`src/rtl/ex_mem_latch_pkg.sv`:
```
// ex_mem_latch_pkg
// Shared definitions for the EX/MEM pipeline stage:
//   - default datapath and register-address widths
//   - set-condition select encodings (cond_sel)
//   - branch/jump type encodings (br_type)
package ex_mem_latch_pkg;

  localparam int DEF_DATA_W = 16;
  localparam int DEF_REG_AW = 3;

  // Selects what the stage writes into mem_result.
  typedef enum logic [2:0] {
    COND_NONE = 3'b000,  // plain ALU result
    COND_SEQ  = 3'b001,  // result == 0
    COND_SLT  = 3'b010,  // result < 0
    COND_SLE  = 3'b011,  // result <= 0
    COND_SCO  = 3'b100   // adder carry-out
  } cond_sel_e;

  // Selects the branch decision registered into br_taken.
  typedef enum logic [2:0] {
    BR_NONE = 3'b000,
    BR_EQZ  = 3'b001,
    BR_NEZ  = 3'b010,
    BR_LTZ  = 3'b011,
    BR_GEZ  = 3'b100,
    BR_JMP  = 3'b101
  } br_type_e;

endpackage

```
`src/rtl/ex_mem_latch_cond_eval.sv`:
```
// ex_mem_latch_cond_eval
// Combinational evaluation of set-condition results and branch outcomes
// from the ALU flags.
// Ports:
//   alu_out          in  ALU result, passed through for non-set selects
//   alu_z/ltz/cout   in  ALU flags (ltz already overflow-corrected)
//   cond_sel         in  set-condition select
//   br_type          in  branch/jump type
//   result_sel_value out value destined for mem_result
//   taken            out raw branch decision (not yet qualified by valid)
module ex_mem_latch_cond_eval
  import ex_mem_latch_pkg::*;
#(
  parameter int DATA_W = DEF_DATA_W
) (
  input  logic [DATA_W-1:0] alu_out,
  input  logic              alu_z,
  input  logic              alu_ltz,
  input  logic              alu_cout,
  input  logic [2:0]        cond_sel,
  input  logic [2:0]        br_type,
  output logic [DATA_W-1:0] result_sel_value,
  output logic              taken
);

  always_comb begin
    result_sel_value = alu_out;
    case (cond_sel)
      COND_SEQ: result_sel_value = {{(DATA_W-1){1'b0}}, alu_z};
      // A zero result is never "less than", even if ltz were set.
      COND_SLT: result_sel_value = {{(DATA_W-1){1'b0}}, alu_ltz & ~alu_z};
      COND_SLE: result_sel_value = {{(DATA_W-1){1'b0}}, alu_ltz | alu_z};
      COND_SCO: result_sel_value = {{(DATA_W-1){1'b0}}, alu_cout};
      default:  result_sel_value = alu_out;
    endcase
  end

  always_comb begin
    taken = 1'b0;
    case (br_type)
      BR_EQZ:  taken = alu_z;
      BR_NEZ:  taken = ~alu_z;
      BR_LTZ:  taken = alu_ltz;
      BR_GEZ:  taken = ~alu_ltz;
      BR_JMP:  taken = 1'b1;
      default: taken = 1'b0;
    endcase
  end

endmodule

```
`src/rtl/ex_mem_latch.sv`:
```
// ex_mem_latch
// EX/MEM pipeline register. Captures the ALU result (or a set-condition
// value derived from the flags), the branch decision and target, store data
// and MEM/WB control. Supports stall (hold), flush (bubble) and a one-cycle
// overflow-trap pulse.
// Priority per rising edge: reset > flush > stall > load.
// Ports:
//   clk, rst_n              clock, synchronous active-low reset
//   stall, flush            pipeline control
//   ex_valid, alu_*         EX-stage instruction and ALU outputs
//   cond_sel, br_type       condition / branch selects
//   br_target, st_data      branch target, store data
//   ofl_en                  instruction traps on signed overflow
//   mem_rd_in, mem_wr_in, wr_en_in, wr_reg_in   control to carry forward
//   mem_valid .. ofl_trap   registered MEM-stage outputs
module ex_mem_latch
  import ex_mem_latch_pkg::*;
#(
  parameter int DATA_W = DEF_DATA_W,
  parameter int REG_AW = DEF_REG_AW
) (
  input  logic              clk,
  input  logic              rst_n,
  input  logic              stall,
  input  logic              flush,
  input  logic              ex_valid,
  input  logic [DATA_W-1:0] alu_out,
  input  logic              alu_ofl,
  input  logic              alu_z,
  input  logic              alu_ltz,
  input  logic              alu_cout,
  input  logic [2:0]        cond_sel,
  input  logic [2:0]        br_type,
  input  logic [DATA_W-1:0] br_target,
  input  logic              ofl_en,
  input  logic [DATA_W-1:0] st_data,
  input  logic              mem_rd_in,
  input  logic              mem_wr_in,
  input  logic              wr_en_in,
  input  logic [REG_AW-1:0] wr_reg_in,
  output logic              mem_valid,
  output logic [DATA_W-1:0] mem_result,
  output logic [DATA_W-1:0] mem_st_data,
  output logic              mem_rd,
  output logic              mem_wr,
  output logic              wr_en,
  output logic [REG_AW-1:0] wr_reg,
  output logic              br_taken,
  output logic [DATA_W-1:0] br_pc,
  output logic              ofl_trap
);

  logic [DATA_W-1:0] result_sel_value;
  logic              taken;

  ex_mem_latch_cond_eval #(.DATA_W(DATA_W)) u_cond_eval (
    .alu_out          (alu_out),
    .alu_z            (alu_z),
    .alu_ltz          (alu_ltz),
    .alu_cout         (alu_cout),
    .cond_sel         (cond_sel),
    .br_type          (br_type),
    .result_sel_value (result_sel_value),
    .taken            (taken)
  );

  logic              valid_q,    valid_d;
  logic [DATA_W-1:0] result_q,   result_d;
  logic [DATA_W-1:0] st_data_q,  st_data_d;
  logic              rd_q,       rd_d;
  logic              wr_q,       wr_d;
  logic              wr_en_q,    wr_en_d;
  logic [REG_AW-1:0] wr_reg_q,   wr_reg_d;
  logic              br_taken_q, br_taken_d;
  logic [DATA_W-1:0] br_pc_q,    br_pc_d;
  logic              trap_q,     trap_d;

  logic trap_now;
  assign trap_now = ex_valid & ofl_en & alu_ofl;

  always_comb begin
    // Default: hold. The trap is a pulse, so it never holds.
    valid_d    = valid_q;
    result_d   = result_q;
    st_data_d  = st_data_q;
    rd_d       = rd_q;
    wr_d       = wr_q;
    wr_en_d    = wr_en_q;
    wr_reg_d   = wr_reg_q;
    br_taken_d = br_taken_q;
    br_pc_d    = br_pc_q;
    trap_d     = 1'b0;
    if (flush) begin
      // Bubble: only control is cleared; data registers simply hold.
      valid_d    = 1'b0;
      rd_d       = 1'b0;
      wr_d       = 1'b0;
      wr_en_d    = 1'b0;
      br_taken_d = 1'b0;
    end else if (!stall) begin
      valid_d    = ex_valid;
      result_d   = result_sel_value;
      st_data_d  = st_data;
      rd_d       = ex_valid & mem_rd_in;
      wr_d       = ex_valid & mem_wr_in;
      // A trapping instruction must not write back its corrupt result.
      wr_en_d    = ex_valid & wr_en_in & ~trap_now;
      wr_reg_d   = wr_reg_in;
      br_taken_d = ex_valid & taken;
      br_pc_d    = br_target;
      trap_d     = trap_now;
    end
  end

  always_ff @(posedge clk) begin
    if (!rst_n) begin
      valid_q    <= 1'b0;
      result_q   <= '0;
      st_data_q  <= '0;
      rd_q       <= 1'b0;
      wr_q       <= 1'b0;
      wr_en_q    <= 1'b0;
      wr_reg_q   <= '0;
      br_taken_q <= 1'b0;
      br_pc_q    <= '0;
      trap_q     <= 1'b0;
    end else begin
      valid_q    <= valid_d;
      result_q   <= result_d;
      st_data_q  <= st_data_d;
      rd_q       <= rd_d;
      wr_q       <= wr_d;
      wr_en_q    <= wr_en_d;
      wr_reg_q   <= wr_reg_d;
      br_taken_q <= br_taken_d;
      br_pc_q    <= br_pc_d;
      trap_q     <= trap_d;
    end
  end

  assign mem_valid   = valid_q;
  assign mem_result  = result_q;
  assign mem_st_data = st_data_q;
  assign mem_rd      = rd_q;
  assign mem_wr      = wr_q;
  assign wr_en       = wr_en_q;
  assign wr_reg      = wr_reg_q;
  assign br_taken    = br_taken_q;
  assign br_pc       = br_pc_q;
  assign ofl_trap    = trap_q;

endmodule

```
`config.mk`:
```
export PLATFORM = sky130hd
export DESIGN_NAME = ex_mem_latch
export DESIGN_NICKNAME = d
export VERILOG_FILES = /design/src/rtl/ex_mem_latch_pkg.sv /design/src/rtl/ex_mem_latch_cond_eval.sv /design/src/rtl/ex_mem_latch.sv
export SDC_FILE = /design/constraint.sdc
export NUM_CORES = 1
export LEC_CHECK = 0
export BUFFER_PORTS_ARGS = -buffer_cell sky130_fd_sc_hd__buf_2
export CAP_MARGIN = 20
export CORE_ASPECT_RATIO = 2
export CORE_UTILIZATION = 43
export DETAILED_ROUTE_END_ITERATION = 8
export GPL_TIMING_DRIVEN = 0
export PLACE_DENSITY = 0.9
export SLEW_MARGIN = 20
export SYNTH_ARGS = -nofsm -noshare
export SYNTH_HDL_FRONTEND = slang
export SYNTH_SLANG_ARGS = --single-unit
```
`constraint.sdc`:
```
create_clock -name clk -period 1.49 [get_ports clk]
set_input_delay 0.0745 -clock clk [delete_from_list [all_inputs] [get_ports clk]]
set_output_delay 0.0745 -clock clk [all_outputs]
set_load 0.02 [all_outputs]
```
# After elaboration in Yosys (flattened, before gate mapping)
# Index checks and enable logic that the tools add are counted.
totals:
  inputBits: 70
  reg_bits: 57
  latchBits: 0
  ram_bits: 0
  rom_bits: 0
  mem_count: 0
op_classes:
  n_mux: 2
  addsub: 0
  div_mod_pow: 0
  n_lt_le_gt_ge: 0
  bitwise_logic: 15
  n_mul: 0
  reduce_logical: 3
  n_shift: 0
  n_eq_ne: 9
ops:
  columns: ["operator", "count"]
  rows:
  - ["16-bit one-hot mux with 4 select lines", 1]
  - ["3-bit by 2-bit equality test with 1-bit output (second input constant)", 4]
  - ["3-bit equality test (second input constant)", 3]
  - ["1-bit AND", 8]
  - ["3-bit by 1-bit equality test with 1-bit output (second input constant)", 2]
  - ["1-bit inverter", 6]
  - ["1-bit one-hot mux with 5 select lines", 1]
  - ["3-bit OR reduction", 1]
  - ["2-bit AND reduction", 1]
  - ["2-bit OR reduction", 1]
  - ["1-bit bitwise OR", 1]

# Longest topological paths before layout
# Gate-level depths: netlist of run 1.
depth:
  word_depth: 4
  depth_mapped: 7

# Modules after synthesis
# A second synthesis of run 1 with hierarchy kept.
unflattened:
  hier_cells: 288
  hier_area_um2: 2618.8
by_module_without_submodules:
  columns: ["module", "seq_area_each_um2", "area_per_inst_um2", "cells_per_inst", "n_inst"]
  rows:
  - ["ex_mem_latch", 1141.1, 2382.3, 257, 1]
  - ["ex_mem_latch_cond_eval", 0.0, 236.5, 31, 1]

# Least setup slack after synthesis of run 1
# No wires, ideal clock.
synth_path:
  kind: "input port to flip-flop"
  start: "in stall"
  end: "reg result_q[10] (netlist: mem_result[10])"
  required_ns: 1.425
  cell_stages: 7
  path_slack_ns: 0.421
  n_path_buf: 3
  arrival_ns: 1.004
  cell_sequence: "buf_6 > or2_1 > buf_6 > a21oi_4 > buf_6 > a22oi_1 > nor2b_1"
synth_via:
  elab_chain_cells: 2
synth_rtl:
  columns: ["element", "line", "rtl"]
  rows:
  - ["from (decl)", "ex_mem_latch.sv:24", "input logic stall,"]
  - ["1-bit inverter (no source line)", null, null]
  - ["2-bit AND reduction (no source line)", null, null]
  - ["to (signal assigned)", "ex_mem_latch.sv:129", "result_q <= result_d;"]
  - ["to (decl)", "ex_mem_latch.sv:68", "logic [DATA_W-1:0] result_q, result_d;"]
# No other way between the ends.
# A chain may end at the register's enable or synchronous reset.

# Worst setup path after layout of run 1
layout_path:
  start: "in stall"
  end: "reg br_pc_q[2] (netlist: br_pc[2])"
layout_via:
  elab_chain_cells: 2
layout_rtl:
  columns: ["element", "line", "rtl"]
  rows:
  - ["1-bit inverter (no source line)", null, null]
  - ["2-bit AND reduction (no source line)", null, null]
  - ["to (signal assigned)", "ex_mem_latch.sv:136", "br_pc_q <= br_pc_d;"]
  - ["to (decl)", "ex_mem_latch.sv:75", "logic [DATA_W-1:0] br_pc_q, br_pc_d;"]
# No other way between the ends.

==> results.json, run 1 <==
{
  "r2r_end": "br_pc[2]$_SDFFE_PN0P_",
  "power_leakage_nw": 1.557,
  "crit_path_end_kind": "flip-flop",
  "die_h_um": 102.8,
  "initial_core_util_pct": 44.93,
  "holdPathStages": 3,
  "synth_edf_count": 0,
  "switchingPower_w": 0.0008230,
  "synth_flop_cell": "dfxtp_1",
  "tightestPinTransition_ns": 0.4072,
  "swShare_pct": 24.49,
  "nets": 481,
  "port_buffers": 125,
  "worstSetupStartpointType": "primary input",
  "drc": 0,
  "grt_antenna_before_repair": 0,
  "finalSetupViolCount": 0,
  "totalWireLength_um": 6222,
  "drt-initial-drc-count": 35,
  "clkPwrFrac_pct": 37.1,
  "cts_setup_buffers": 0,
  "cts_tree": "built",
  "path_cells": "buf_6, nor2_2, buf_2, nand2_1, a21boi_0",
  "skew_ns": 0,
  "clock_path_buffers": 2,
  "grt_pass1_vias": 2218,
  "min_to": "br_pc[7]$_SDFFE_PN0P_",
  "p_int_w": 0.002538,
  "grt_remaining_overflow": 0,
  "grtUsageTotal_pct": 24.13,
  "worstPathMaxFanout": 10,
  "die_x_um": 52.42,
  "cts.sinks": 57,
  "status": "complete, no violations",
  "vias_per_cell": 4.853,
  "yosys-top-cells-area": "dfxtp_1, nand2_1, a21boi_0, a22oi_1, nor2b_1",
  "fin_tns_setup_ns": 0,
  "cts-buffers-inserted": 9,
  "vdd.ir_drop.worst_uv": 951.7,
  "crit_path_max_incr_delay_ns": 0.34,
  "crit_path_top_delay_cell": "nor2_2",
  "min_period_over_period_pct": 64.46,
  "holdBufCountCts": 31,
  "drt_pass1_iterations": 4,
  "ff2ff_path_depth": 2,
  "seq_area_frac_synth_pct": 52.20,
  "ys_types": 27,
  "wire_per_inst_um": 13.24,
  "async_flop_share_pct": 0,
  "core_area_um2": 4865,
  "syn_nets": 314,
  "rr_startpoint": "br_pc[2]$_SDFFE_PN0P_",
  "hpwl_um": 4349,
  "netlist_area_um2": 2186,
  "crit_required_ns": 1.71,
  "drive_gt1_share_pct": 36.56,
  "placedInstanceArea_um2": 2883,
  "grt_pass1_wl_um": 9397,
  "power.density_nw_per_um2": 999.6,
  "globalplace.congestion": 0.7335,
  "diodes": 0,
  "cp.arrival_ns": 1.18,
  "rows": 36,
  "comb_power_share_pct": 14.8,
  "syn2layout_area_growth_pct": 53.81,
  "grt_max_degree": 11,
  "ys_seq_elements": 57,
  "whs_ns": 0.01568,
  "num-fill-cells": 381,
  "ys_warn_count": 0,
  "synth.avg_cell_area_um2": 8.958,
  "seqPwrFrac_pct": 48.1,
  "maxSlewHeadroom_pct": 72.83,
  "period_minus_slack_ns": 0.9605,
  "reg2reg_slack_ns": 0.75,
  "synth.largest_area_cell": "dfxtp_1",
  "crit_type": "primary input to flip-flop",
  "fmax_mhz": 1041,
  "synth_top_area_share_pct": 52.20,
  "cts_root_buffer": "clkbuf_8",
  "die-area_um2": 5390,
  "synth_cells": 244,
  "timing.final.hold_violations": 0,
  "via_count": 2281,
  "hold_class": "primary input to flip-flop",
  "ios": 127,
  "rsz0062_at_grt": "no",
  "drv_cap": 0,
  "h-tree-depth": 3,
  "clock_latency_ns": 0.32,
  "ant_nets": 0,
  "min-delay-start": "br_target[7]",
  "post-route-cell-area_um2": 3362,
  "cts_resized": 0,
  "finalMaxSlewViolations": 0,
  "path_clk_slew_ns": 0.06
}
-- power by group through the flow --
stage / Clock, W / Combinational [W] / Sequential [W]
after floorplan: 0 / 0.000161 / 0.00172
after global placement: 0 / 0.000422 / 0.00164
after detailed placement: 0 / 0.000432 / 0.00165
after CTS: 0.00127 / 0.000497 / 0.00161
after global routing: 0.00133 / 0.000544 / 0.00162
final: 0.00125 / 0.000498 / 0.00162
-- final cells by class --
cell class | count | area, µm² | share of cell area (%)
plain buffers | 16 | 92.59 | 2.754
clock buffers | 13 | 168.9 | 5.024
inverters | 2 | 7.507 | 0.2233
multi-input cells | 169 | 944.7 | 28.10
flip-flops and latches | 57 | 1141 | 33.94
well taps | 57 | 71.32 | 2.121
repair buffers | 156 | 935.9 | 27.84
-- Yosys cell counts (3+ instances only) --
master    count
a22oi_1      17
nor2_1        6
a21boi_0     36
buf_2         8
clkbuf_1      5
dfxtp_1      57
nand2_1      74
nor2b_1      16
buf_6         3
-- cells by family (layout without fill, tap and decap cells) --
| family | count (synthesis) | count (layout) | synth area share (%) |
|---|---|---|---|
| flops | 57 | 57 | 52.20 |
| simple gates | 105 | 105 | 21.07 |
| buf+inv | 18 | 187 | 4.579 |
| compound gates | 64 | 64 | 22.15 |
-- cells in the final DEF, fill, tap and decap left out --
cell type	instances
a22oi_1	17
a2111oi_0	1
or2_1	1
and2_1	1
a21boi_0	36
nor2b_1	16
a32oi_1	1
or3_4	1
dlygate4sd3_1	31
nand3b_1	1
buf_6	3
nor2_2	1
a21oi_1	2
nand2_1	74
a21oi_4	1
nand2b_1	2
nor2_1	6
o22ai_1	1
clkbuf_1	6
o21ai_0	2
buf_2	133
dfxtp_1	57
o2111ai_1	1
o221ai_1	1
nand3_1	1
a211o_1	1
inv_1	2
clkbuf_8	12
nor3_1	1
-- metrics by stage --
| step | power, W | utilization, % | std cells | setup slack, ns |
|---|---|---|---|---|
| global route | 0.003500 | 69.11 | 470 | 0.4747 |
| detailed placement | 0.002080 | 59.26 | 426 | 0.2374 |
| global placement | 0.002066 | 59.26 | 426 | 0.2627 |
| floorplan | 0.001881 | - | 244 | 0.4209 |
| CTS | 0.003385 | 69.11 | 470 | 0.5520 |
| finish | 0.003361 | 69.11 | 470 | 0.5295 |
-- how the worst max path moves through the flow --
stage / from / endpoint / slack (ns)
after floorplan: stall / mem_result[10]$_SDFFE_PN0P_ / 0.42
after CTS: stall / br_pc[2]$_SDFFE_PN0P_ / 0.55
after global routing: stall / br_pc[2]$_SDFFE_PN0P_ / 0.47
after global placement: cond_sel[2] / mem_result[10]$_SDFFE_PN0P_ / 0.26
final: stall / br_pc[2]$_SDFFE_PN0P_ / 0.53
after detailed placement: cond_sel[2] / mem_result[8]$_SDFFE_PN0P_ / 0.24
-- worst max-delay path: cells and delay by family --
family	cells	cell delay (ns)
AND/OR/NAND/NOR	2	0.45
buffers and inverters	2	0.41
AO/OA/AOI/OAI	1	0.24
-- layer usage --
| layer | vias to the layer above | track usage, % | routed length, µm |
|---|---|---|---|
| met5 | - | 0 | 0 |
| met4 | 0 | 18.02 | 197 |
| met3 | 17 | 5.310 | 260 |
| met2 | 73 | 45.08 | 3625 |
| met1 | 1043 | 20.99 | 2139 |
| li1 | 1148 | - | - |
Note: power is estimated with default switching activity, not from simulation.
==> run 2, diff against run 1 <==
==> constraint.sdc (replaced) <==
create_clock -name clk -period 1 [get_ports clk]
set_input_delay 0.05 -clock clk [delete_from_list [all_inputs] [get_ports clk]]
set_output_delay 0.05 -clock clk [all_outputs]
set_load 0.02 [all_outputs]
==> run 2 against run 1 <==
  * Critical path type unchanged
  * Non-clock buffer count grew 25
  * Utilization grew 5.7 points
  * Critical path depth grew 1
  * Largest power group unchanged
  * Via count grew 8.1%
==> results.json, run 2 (same netlist as run 1, synthesis figures left out) <==
{
  "status": "complete, no violations",
  "clkPwrFrac_pct": 38.5,
  "cts-buffers-inserted": 9,
  "maxSlewHeadroom_pct": 72.76,
  "clock_path_buffers": 2,
  "seq_area_um2": 1141,
  "final_common_cell": "buf_2",
  "cts.sinks": 57,
  "drt_pass1_iterations": 4,
  "finalSetupViolCount": 0,
  "worstSetupStartpointType": "primary input",
  "via_count": 2465,
  "power.density_nw_per_um2": 1449,
  "core_area_um2": 4865,
  "die_h_um": 102.8,
  "die-area_um2": 5390,
  "min_period_over_period_pct": 92.91,
  "grt_antenna_before_repair": 1,
  "timing.final.hold_violations": 0,
  "multi_input_comb_area_um2": 944.7,
  "vdd.ir_drop.worst_uv": 1280,
  "tightestPinTransition_ns": 0.4081,
  "hold_class": "primary input to flip-flop",
  "ant_nets": 0,
  "grt_pass1_vias": 2429,
  "cts_tree": "built",
  "grt_remaining_overflow": 0,
  "swShare_pct": 25.17,
  "hpwl_um": 4490,
  "switchingPower_w": 0.001327,
  "cts_setup_buffers": 0,
  "rows": 36,
  "wire_per_inst_um": 14.21,
  "path_clk_slew_ns": 0.06,
  "vias_per_cell": 4.940,
  "port_buffers": 125,
  "power_leakage_nw": 1.677,
  "drive_gt1_share_pct": 34.92,
  "drc": 0,
  "worstPathMaxFanout": 10,
  "ios": 127,
  "final_cell_mix": "buf_2, nand2_1, dfxtp_1",
  "cp.arrival_ns": 1.19,
  "grt_pass1_wl_um": 10750,
  "power_w": 0.005273,
  "cts_root_buffer": "clkbuf_8",
  "grt_max_degree": 11,
  "whs_ns": 0.01302,
  "clock_latency_ns": 0.33,
  "p_int_w": 0.003946,
  "grtUsageTotal_pct": 27.58,
  "syn2layout_area_growth_pct": 66.46,
  "seqPwrFrac_pct": 45.7,
  "num-fill-cells": 360,
  "finalMaxSlewViolations": 0,
  "utilization_pct": 74.79,
  "crit_required_ns": 1.26,
  "drt-initial-drc-count": 48,
  "crit_type": "primary input to flip-flop",
  "initial_core_util_pct": 44.93,
  "drv_cap": 0,
  "h-tree-depth": 3,
  "fin_tns_setup_ns": 0,
  "die_x_um": 52.42,
  "fmax_mhz": 1076,
  "comb_power_share_pct": 15.9,
  "nets": 506,
  "totalWireLength_um": 7091,
  "skew_ns": 0,
  "crit_path_end_kind": "flip-flop",
  "globalplace.congestion": 0.7374,
  "period_minus_slack_ns": 0.9291,
  "rsz0062_at_grt": "no"
}
[run 2: path summary, 6_finish.rpt]
kind,start,end,slack (ns),cells after the start
max,cond_sel[2],mem_result[12]$_SDFFE_PN0P_,0.07,6
min,alu_out[12],mem_result[12]$_SDFFE_PN0P_,0.01,3
max reg2reg,wr_reg[0]$_SDFFE_PN0P_,wr_reg[0]$_SDFFE_PN0P_,0.30,2
min reg2reg,mem_st_data[12]$_SDFFE_PN0P_,mem_st_data[12]$_SDFFE_PN0P_,0.46,2
[run 2: stage by stage]
| step | worst slack (ns) | area [µm²] | std cells |
|---|---|---|---|
| 3_3_place_gp | -0.2027 | 2883 | 426 |
| 2_1_floorplan | -0.02646 | 2186 | 244 |
| 6_report | 0.07091 | 3638 | 499 |
| 4_1_cts | 0.08063 | 3636 | 498 |
| 3_5_place_dp | -0.2718 | 2883 | 426 |
| 5_1_grt | 0.006224 | 3638 | 499 |
[run 2: layout make-up]
type / count / share of cell area (%)
antenna: 1 / 0.06878
buffer: 16 / 2.545
inverter: 2 / 0.2063
tap: 57 / 1.960
multi-input combinational: 169 / 25.96
clock inverter: 2 / 0.2751
sequential: 57 / 31.36
timing repair buffer: 181 / 32.60
clock buffer: 14 / 5.021
[run 2: worst max-delay path, cell delays in order]
cell and delay [ns]:
buf_2 0.12, or3_4 0.40, a21oi_4 0.24, buf_6 0.18, a22oi_1 0.08, nor2b_1 0.12
[run 2: layer usage]
metal	wire [µm]	vias to the layer above	track usage, %
li1	-	1208	-
met5	0	-	0
met1	2387	1123	24.26
met4	369	0	21.86
met3	341	33	6.637
met2	3993	101	50.24
[run 2: what timing repair did]
item / 4_1_cts / 5_1_grt
endpoints found under the hold margin: 55 / 0
hold buffers: 56 / 0
gates resized for setup: 0 / 0
[run 2: power groups by stage]
stage	clock, W	combinational (W)	sequential (W)
after detailed placement	0	0.000647	0.00245
after floorplan	0	0.000239	0.00256
after global routing	0.00215	0.000905	0.00242
final	0.00203	0.000836	0.00241
after global placement	0	0.000629	0.00245
after CTS	0.00206	0.000819	0.00240
